[src/rtl/rv32i_pkg.sv]
// Shared RV32I definitions: opcodes, ALU/branch encodings, writeback selects, FSM state and instruction class.
// The HALT state exists only when ILLEGAL_INSTR_EN is defined.
package rv32i_pkg;

  localparam logic [6:0] OP_R     = 7'b0110011;
  localparam logic [6:0] OP_L     = 7'b0000011;
  localparam logic [6:0] OP_I     = 7'b0010011;
  localparam logic [6:0] OP_S     = 7'b0100011;
  localparam logic [6:0] OP_B     = 7'b1100011;
  localparam logic [6:0] OP_LUI   = 7'b0110111;
  localparam logic [6:0] OP_AUIPC = 7'b0010111;
  localparam logic [6:0] OP_JAL   = 7'b1101111;
  localparam logic [6:0] OP_JALR  = 7'b1100111;

  localparam logic [3:0] ALU_ADD  = 4'b0000;
  localparam logic [3:0] ALU_SUB  = 4'b1000;
  localparam logic [3:0] ALU_SLL  = 4'b0001;
  localparam logic [3:0] ALU_SLT  = 4'b0010;
  localparam logic [3:0] ALU_SLTU = 4'b0011;
  localparam logic [3:0] ALU_XOR  = 4'b0100;
  localparam logic [3:0] ALU_SRL  = 4'b0101;
  localparam logic [3:0] ALU_SRA  = 4'b1101;
  localparam logic [3:0] ALU_OR   = 4'b0110;
  localparam logic [3:0] ALU_AND  = 4'b0111;

  // Branch compares share the ALU field; only the low 3 bits matter.
  localparam logic [3:0] BR_BEQ  = 4'b0000;
  localparam logic [3:0] BR_BNE  = 4'b0001;
  localparam logic [3:0] BR_BLT  = 4'b0100;
  localparam logic [3:0] BR_BGE  = 4'b0101;
  localparam logic [3:0] BR_BLTU = 4'b0110;
  localparam logic [3:0] BR_BGEU = 4'b0111;

  localparam logic [2:0] RFWD_ALU    = 3'd0;
  localparam logic [2:0] RFWD_LOAD   = 3'd1;
  localparam logic [2:0] RFWD_IMM    = 3'd2;
  localparam logic [2:0] RFWD_PC_IMM = 3'd3;
  localparam logic [2:0] RFWD_PC4    = 3'd4;

  typedef enum logic [2:0] {
    ST_FETCH,
    ST_DECODE,
    ST_EXECUTE,
    ST_MEM,
    ST_WB
`ifdef ILLEGAL_INSTR_EN
    , ST_HALT
`endif
  } state_t;

  typedef enum logic [3:0] {
    CLS_R, CLS_I, CLS_L, CLS_S, CLS_B,
    CLS_LUI, CLS_AUIPC, CLS_JAL, CLS_JALR, CLS_UNKNOWN
  } instr_class_t;

endpackage

[src/rtl/rv32i_multicycle_control_if.sv]
// Data-bus request/response signals between the control FSM (master) and the bus side (slave).
interface rv32i_multicycle_control_if;
  logic [1:0] busAddrLsb;
  logic       busReady;
  logic       busWe;
  logic       busRe;
  logic [3:0] busStrb;

  modport master (input busAddrLsb, busReady, output busWe, busRe, busStrb);
  modport slave  (output busAddrLsb, busReady, input busWe, busRe, busStrb);
endinterface

[src/rtl/rv32i_main_decoder.sv]
// Purely combinational main decoder: opcode/func3/func7[5] to datapath selects and instruction class.
module rv32i_main_decoder
  import rv32i_pkg::*;
(
  input  logic [6:0]   opcode,
  input  logic [2:0]   func3,
  input  logic         func7_b5,
  output instr_class_t instr_class,
  output logic [3:0]   aluControl,
  output logic         aluSrcMuxSel,
  output logic [2:0]   RFWDSrcMuxSel,
  output logic         branch,
  output logic         jal,
  output logic         jalr
);

  always_comb begin
    instr_class   = CLS_UNKNOWN;
    aluControl    = ALU_ADD;
    aluSrcMuxSel  = 1'b0;
    RFWDSrcMuxSel = RFWD_ALU;
    branch        = 1'b0;
    jal           = 1'b0;
    jalr          = 1'b0;
    case (opcode)
      OP_R: begin
        instr_class = CLS_R;
        aluControl  = {func7_b5, func3};
      end
      OP_I: begin
        instr_class  = CLS_I;
        aluSrcMuxSel = 1'b1;
        // Only the shift-right pair uses bit 30; for the rest it is immediate data.
        aluControl   = (func3 == 3'b101) ? {func7_b5, 3'b101} : {1'b0, func3};
      end
      OP_L: begin
        instr_class   = CLS_L;
        aluSrcMuxSel  = 1'b1;
        RFWDSrcMuxSel = RFWD_LOAD;
      end
      OP_S: begin
        instr_class  = CLS_S;
        aluSrcMuxSel = 1'b1;
      end
      OP_B: begin
        instr_class = CLS_B;
        aluControl  = {1'b0, func3};
        branch      = 1'b1;
      end
      OP_LUI: begin
        instr_class   = CLS_LUI;
        RFWDSrcMuxSel = RFWD_IMM;
      end
      OP_AUIPC: begin
        instr_class   = CLS_AUIPC;
        RFWDSrcMuxSel = RFWD_PC_IMM;
      end
      OP_JAL: begin
        instr_class   = CLS_JAL;
        RFWDSrcMuxSel = RFWD_PC4;
        jal           = 1'b1;
      end
      OP_JALR: begin
        instr_class   = CLS_JALR;
        RFWDSrcMuxSel = RFWD_PC4;
        jal           = 1'b1;
        jalr          = 1'b1;
      end
      default: ;
    endcase
  end

endmodule

[src/rtl/rv32i_multicycle_control.sv]
// Multi-cycle RV32I control FSM (FETCH/DECODE/EXECUTE/MEM/WB) plus data-bus request side.
// Optional ILLEGAL_INSTR_EN: unknown opcodes halt the core and raise a sticky illegalInstr flag.
module rv32i_multicycle_control
  import rv32i_pkg::*;
(
  input  logic        clk,
  input  logic        reset,
  input  logic [31:0] instrCode,
  rv32i_multicycle_control_if.master bus,
  output logic        PCEn,
  output logic        regFileWe,
  output logic [3:0]  aluControl,
  output logic        aluSrcMuxSel,
  output logic [2:0]  RFWDSrcMuxSel,
  output logic        branch,
  output logic        jal,
  output logic        jalr,
  output logic        illegalInstr
);

  state_t       state;
  instr_class_t cls;
  logic [3:0]   dec_alu;
  logic         dec_src, dec_branch, dec_jal, dec_jalr;
  logic [2:0]   dec_rfwd;
  logic         decode_active, is_load, is_store;
  logic         bus_we, bus_re;
  logic [3:0]   bus_strb;
  logic         unused_instr_bits;

  assign unused_instr_bits = ^{instrCode[31], instrCode[29:15], instrCode[11:7]};

  rv32i_main_decoder u_main_decoder (
    .opcode        (instrCode[6:0]),
    .func3         (instrCode[14:12]),
    .func7_b5      (instrCode[30]),
    .instr_class   (cls),
    .aluControl    (dec_alu),
    .aluSrcMuxSel  (dec_src),
    .RFWDSrcMuxSel (dec_rfwd),
    .branch        (dec_branch),
    .jal           (dec_jal),
    .jalr          (dec_jalr)
  );

  assign is_load  = (cls == CLS_L);
  assign is_store = (cls == CLS_S);

  always_comb begin
    decode_active = (state != ST_FETCH);
`ifdef ILLEGAL_INSTR_EN
    if (state == ST_HALT) decode_active = 1'b0;
`endif
  end

  assign aluControl    = decode_active ? dec_alu    : 4'd0;
  assign aluSrcMuxSel  = decode_active & dec_src;
  assign RFWDSrcMuxSel = decode_active ? dec_rfwd   : 3'd0;
  assign branch        = decode_active & dec_branch;
  assign jal           = decode_active & dec_jal;
  assign jalr          = decode_active & dec_jalr;

`ifdef ILLEGAL_INSTR_EN
  logic illegal_q;
  assign illegalInstr = illegal_q;
`else
  assign illegalInstr = 1'b0;
`endif

  always_ff @(posedge clk or posedge reset) begin
    if (reset) begin
      state <= ST_FETCH;
`ifdef ILLEGAL_INSTR_EN
      illegal_q <= 1'b0;
`endif
    end else begin
      case (state)
        ST_FETCH: state <= ST_DECODE;
        ST_DECODE: begin
`ifdef ILLEGAL_INSTR_EN
          if (cls == CLS_UNKNOWN) begin
            state     <= ST_HALT;
            illegal_q <= 1'b1;
          end else begin
            state <= ST_EXECUTE;
          end
`else
          state <= ST_EXECUTE;
`endif
        end
        ST_EXECUTE: state <= (is_load || is_store) ? ST_MEM : ST_FETCH;
        ST_MEM: begin
          if (bus.busReady) state <= is_load ? ST_WB : ST_FETCH;
        end
        ST_WB: state <= ST_FETCH;
`ifdef ILLEGAL_INSTR_EN
        ST_HALT: state <= ST_HALT;
`endif
        default: state <= ST_FETCH;
      endcase
    end
  end

  // Strobes decode straight from the state register so an async reset clears them at once.
  always_comb begin
    PCEn      = 1'b0;
    regFileWe = 1'b0;
    bus_we    = 1'b0;
    bus_re    = 1'b0;
    case (state)
      ST_EXECUTE: begin
        if (!is_load && !is_store) begin
          PCEn      = 1'b1;
          regFileWe = (cls != CLS_B) && (cls != CLS_UNKNOWN);
        end
      end
      ST_MEM: begin
        bus_we = is_store;
        bus_re = is_load;
        PCEn   = is_store && bus.busReady;
      end
      ST_WB: begin
        PCEn      = 1'b1;
        regFileWe = 1'b1;
      end
      default: ;
    endcase
  end

  always_comb begin
    bus_strb = 4'b0000;
    if (bus_we) begin
      case (instrCode[14:12])
        3'b000:  bus_strb = 4'b0001 << bus.busAddrLsb;
        3'b001:  bus_strb = 4'b0011 << {bus.busAddrLsb[1], 1'b0};
        3'b010:  bus_strb = 4'b1111;
        default: bus_strb = 4'b0000;
      endcase
    end
  end

  assign bus.busWe   = bus_we;
  assign bus.busRe   = bus_re;
  assign bus.busStrb = bus_strb;

endmodule

[src/flat_wrapper.sv]
// flat-port wrapper written by rule: the top's interface ports become plain ports
module rv32i_multicycle_control_flat import rv32i_pkg::*;
  (clk, reset, instrCode, PCEn, regFileWe, aluControl, aluSrcMuxSel, RFWDSrcMuxSel, branch, jal, jalr, illegalInstr, bus_busAddrLsb, bus_busReady, bus_busWe, bus_busRe, bus_busStrb);
  rv32i_multicycle_control_if bus_i ();
  input  logic clk;
  input  logic reset;
  input  logic [31:0] instrCode;
  output logic PCEn;
  output logic regFileWe;
  output logic [3:0] aluControl;
  output logic aluSrcMuxSel;
  output logic [2:0] RFWDSrcMuxSel;
  output logic branch;
  output logic jal;
  output logic jalr;
  output logic illegalInstr;
  input wire logic [$bits(bus_i.busAddrLsb)-1:0] bus_busAddrLsb;
  input wire logic [$bits(bus_i.busReady)-1:0] bus_busReady;
  output wire logic [$bits(bus_i.busWe)-1:0] bus_busWe;
  output wire logic [$bits(bus_i.busRe)-1:0] bus_busRe;
  output wire logic [$bits(bus_i.busStrb)-1:0] bus_busStrb;
  assign bus_i.busAddrLsb = bus_busAddrLsb;
  assign bus_i.busReady = bus_busReady;
  assign bus_busWe = bus_i.busWe;
  assign bus_busRe = bus_i.busRe;
  assign bus_busStrb = bus_i.busStrb;
  rv32i_multicycle_control u_core (.clk(clk), .reset(reset), .instrCode(instrCode), .bus(bus_i), .PCEn(PCEn), .regFileWe(regFileWe), .aluControl(aluControl), .aluSrcMuxSel(aluSrcMuxSel), .RFWDSrcMuxSel(RFWDSrcMuxSel), .branch(branch), .jal(jal), .jalr(jalr), .illegalInstr(illegalInstr));
endmodule
[config.mk]
export PLATFORM = sky130hd
export DESIGN_NAME = rv32i_multicycle_control_flat
export DESIGN_NICKNAME = d
export VERILOG_FILES = /design/src/rtl/rv32i_pkg.sv /design/src/rtl/rv32i_multicycle_control_if.sv /design/src/rtl/rv32i_main_decoder.sv /design/src/rtl/rv32i_multicycle_control.sv /design/src/flat_wrapper.sv
export SDC_FILE = /design/constraint.sdc
export NUM_CORES = 1
export LEC_CHECK = 0
export CELL_PAD_IN_SITES_DETAIL_PLACEMENT = 0
export CELL_PAD_IN_SITES_GLOBAL_PLACEMENT = 1
export CORE_MARGIN = 1.5
export CORE_UTILIZATION = 19
export DETAILED_ROUTE_END_ITERATION = 6
export GPL_TIMING_DRIVEN = 0
export PLACE_DENSITY = 0.89
export SYNTH_ARGS = -nofsm -noshare
export SYNTH_HDL_FRONTEND = slang
export SYNTH_SLANG_ARGS = --single-unit
[constraint.sdc]
create_clock -name clk -period 1.6 [get_ports clk]
set_input_delay 0.24 -clock clk [delete_from_list [all_inputs] [get_ports clk]]
set_output_delay 0.24 -clock clk [all_outputs]
set_load 0.005 [all_outputs]
==> qor.txt <==
Worst Path Max Fanout - 4
Int Pwr - 0.534 mW
CP Launch Point - u_core.state[2]$_DFFE_PP0P_
Distinct cells, synth - 40
first-pass GRT wire length - 3.69 mm
# rows - 20
FF-to-FF Start - u_core.state[0]$_DFFE_PP0P_
ant diodes - 0
net switching power - 0.355 mW
Leak - 0.536 nW
TritonCTS clock tree - built
clock root cell - clkbuf_4
Inst Count DP - 160
WS Path Type - reg -> out
number of global-route vias before repair - 841
Post-Route WL - 2.25 mm
worst-case clock buffer depth - 2
via count - 845
most common cell after layout, fill and taps aside - buf_2
mux cell area share after synthesis - 0%
RePlAce Congestion - 0.735
fin. max-slew vios - 0
Core ar. - 3030 µm²
Worst setup SP type - register
Synth Net Count - 120
Place WS - -0.910 ns
required time of the critical path - 1.36 ns
DRT antenna net count - 0
GR Util All Layers - 13.4%
fin crit period - 1.84 ns
XOR/XNOR share of the synthesized area - 1.47%
Final Non-Filler Cells - 184
failing checks - setup timing
sequential fraction of the synthesis area - 12.6%
Layout area overhead - 101%
max cap viols - 0
# nets final - 178
EDFF count, synth - 0
largest family of logic cells by synthesized area - simple AND/OR/NAND/NOR gates
initial antenna violation count - 0
r2r endpoint - u_core.state[2]$_DFFE_PP0P_
Final Setup Violations - 17
Die Y - 59.0 µm
drt pass-1 iters - 4
hold_buf cts - 0
post-layout util - 39.6%
drt wl/cell - 12.2 µm
largest net degree at the start of global routing - 11
Adder-Cell Fraction of Synth Area - 0%
Syn. warnings - 0
gr ovfl total - 0
outcome - finished, violations left
clk_lat worst skew - 0.24 ns
Starting Density - 19.7%
Top FF cell, synth - dfrtp_1
width of the chip - 59.0 µm
simple-gate portion of the synthesized area - 54.5%
die footprint - 3490 µm²
max reg flops - 3
Sink Count - 3
IO Count - 57
Inserted Clock Buffers - 3
WP data arrival - 1.60 ns
RSZ-0062 raised after global routing - yes
FF-to-FF setup slack - 0.31 ns
top flop regs - u_core.state (3)
synthesized area - 597 µm²
Max Fclk - 544 MHz
Final WS setup - -0.238 ns
Power, Total - 0.889 mW
Mapped Cells - 83
Tightest Hold Check Type - in -> async
clk slew on worst S/H paths - 0.04 ns
drt drc - 0
number of DRC markers in iteration 0 - 14
Most flops, register - u_core.state
clock network power share - 15.5%
H-tree Lvls - 1
# port buffers - 33
syn_area_per_cell - 7.19 µm²
Worst Setup End Kind - primary output
via/cell ratio - 4.59
commonest non-fill, non-tap cells in the layout - buf_2, buf_4, buf_6
final period utilization - 115%
Fillers - 331
layout cell share with drive strength beyond 1 - 55.0%
Post-synth ARST share - 100%
worst hold margin - 0.172 ns
synthesis-stage register bit count - 3
Synth Area in Compound Gates - 21.8%
power per cell area - 742 nW/µm²
Net Sw Frac - 40.0%
Hold Fails Final Rpt - 0
combinational fraction of design power - 69.2%
Setup crit end - bus_busStrb[0]
Max VDD drop - 0.000503 V
DP HPWL - 1.47 mm
Reg power frac - 15.3%
Layout Skew - 0.00176 ns
R2R depth - 5
==> logic make-up after synthesis <==
| logic type | Yosys count |
|---|---|
| AOI/OAI and AO/OA | 18 |
| xor gates and xnor gates | 1 |
| buffers and inverters | 11 |
| and+or+nand+nor | 49 |
| DFF | 3 |
| other | 1 |
==> cells in the mapped netlist (2+ instances only) <==
cell	number	share of area, %
nor4_1	5	5.2
buf_2	4	3.4
and4_1	3	4.4
a21oi_1	7	5.9
nor2_1	6	3.8
dfrtp_1	3	13
nand2b_1	3	3.1
a32oi_1	2	2.9
nor3_1	2	1.7
and3_1	4	4.2
nand2_1	4	2.5
nor3b_1	2	2.5
buf_4	2	2.5
and2_1	4	4.2
nand3b_1	2	2.5
inv_1	5	3.1
nor2b_1	2	2.1
==> metal layers <==
layer	vias to the layer above	global-route usage [%]	part of all wire, %	routed length (µm)
li1	426	-	-	-
met1	390	16.3	40	905
met5	-	0	0	0
met4	0	2.60	1.0	23
met3	2	4.15	6.5	146
met2	27	23.2	52	1170
==> through the flow <==
stage	TNS, ns	area, µm²
floorplan	0	597
global placement	-14.68	982
detailed placement	-15.22	982
CTS	-3.29	1130
global route	-3.65	1200
finish	-2.24	1200
==> worst max-delay path, stage by stage, from the launching register on <==
cell	delay, ns
dfrtp_1	0.40
and3b_1	0.24
buf_4	0.11
o211ai_1	0.14
nor4_1	0.32
buf_2	0.16
==> area by class of cell <==
class | count | area (µm²) | area share (%)
Tap cell | 44 | 55.1 | 4.59
Buffer | 5 | 42.5 | 3.55
Clock buffer | 4 | 26.3 | 2.19
Inverter | 5 | 18.8 | 1.57
Sequential cell | 3 | 76.3 | 6.37
Timing Repair Buffer | 54 | 403 | 33.6
Multi-Input combinational cell | 69 | 577 | 48.1
==> power by group through the flow <==
stage               Clock, mW  Sequential (mW)  Combinational (mW)
floorplan                   0            0.122               0.194
global placement            0            0.128               0.302
detailed placement          0            0.129               0.311
CTS                     0.141            0.134               0.519
global route            0.151            0.138               0.665
finish                  0.138            0.136               0.615
==> worst min path at each step <==
stage,startpoint,to,slack [ns],cells after the start
6_report,reset,u_core.state[2]$_DFFE_PP0P_,0.17,2
5_1_grt,reset,u_core.state[0]$_DFFE_PP0P_,0.17,2
4_1_cts,reset,u_core.state[2]$_DFFE_PP0P_,0.18,2
3_5_place_dp,reset,u_core.state[2]$_DFFE_PP0P_,0.43,2
3_3_place_gp,reset,u_core.state[2]$_DFFE_PP0P_,0.43,2
2_1_floorplan,reset,u_core.state[0]$_DFFE_PP0P_,-0.006,1
==> repair_timing <==
| item | 4_1_cts | 5_1_grt |
|---|---|---|
| setup endpoints to repair | 20 | 19 |
| gates resized for setup | 120 | 20 |
| pin swaps | 20 | 6 |
| setup buffers | 17 | 5 |
No activity file was read; power rests on OpenSTA's default activity.
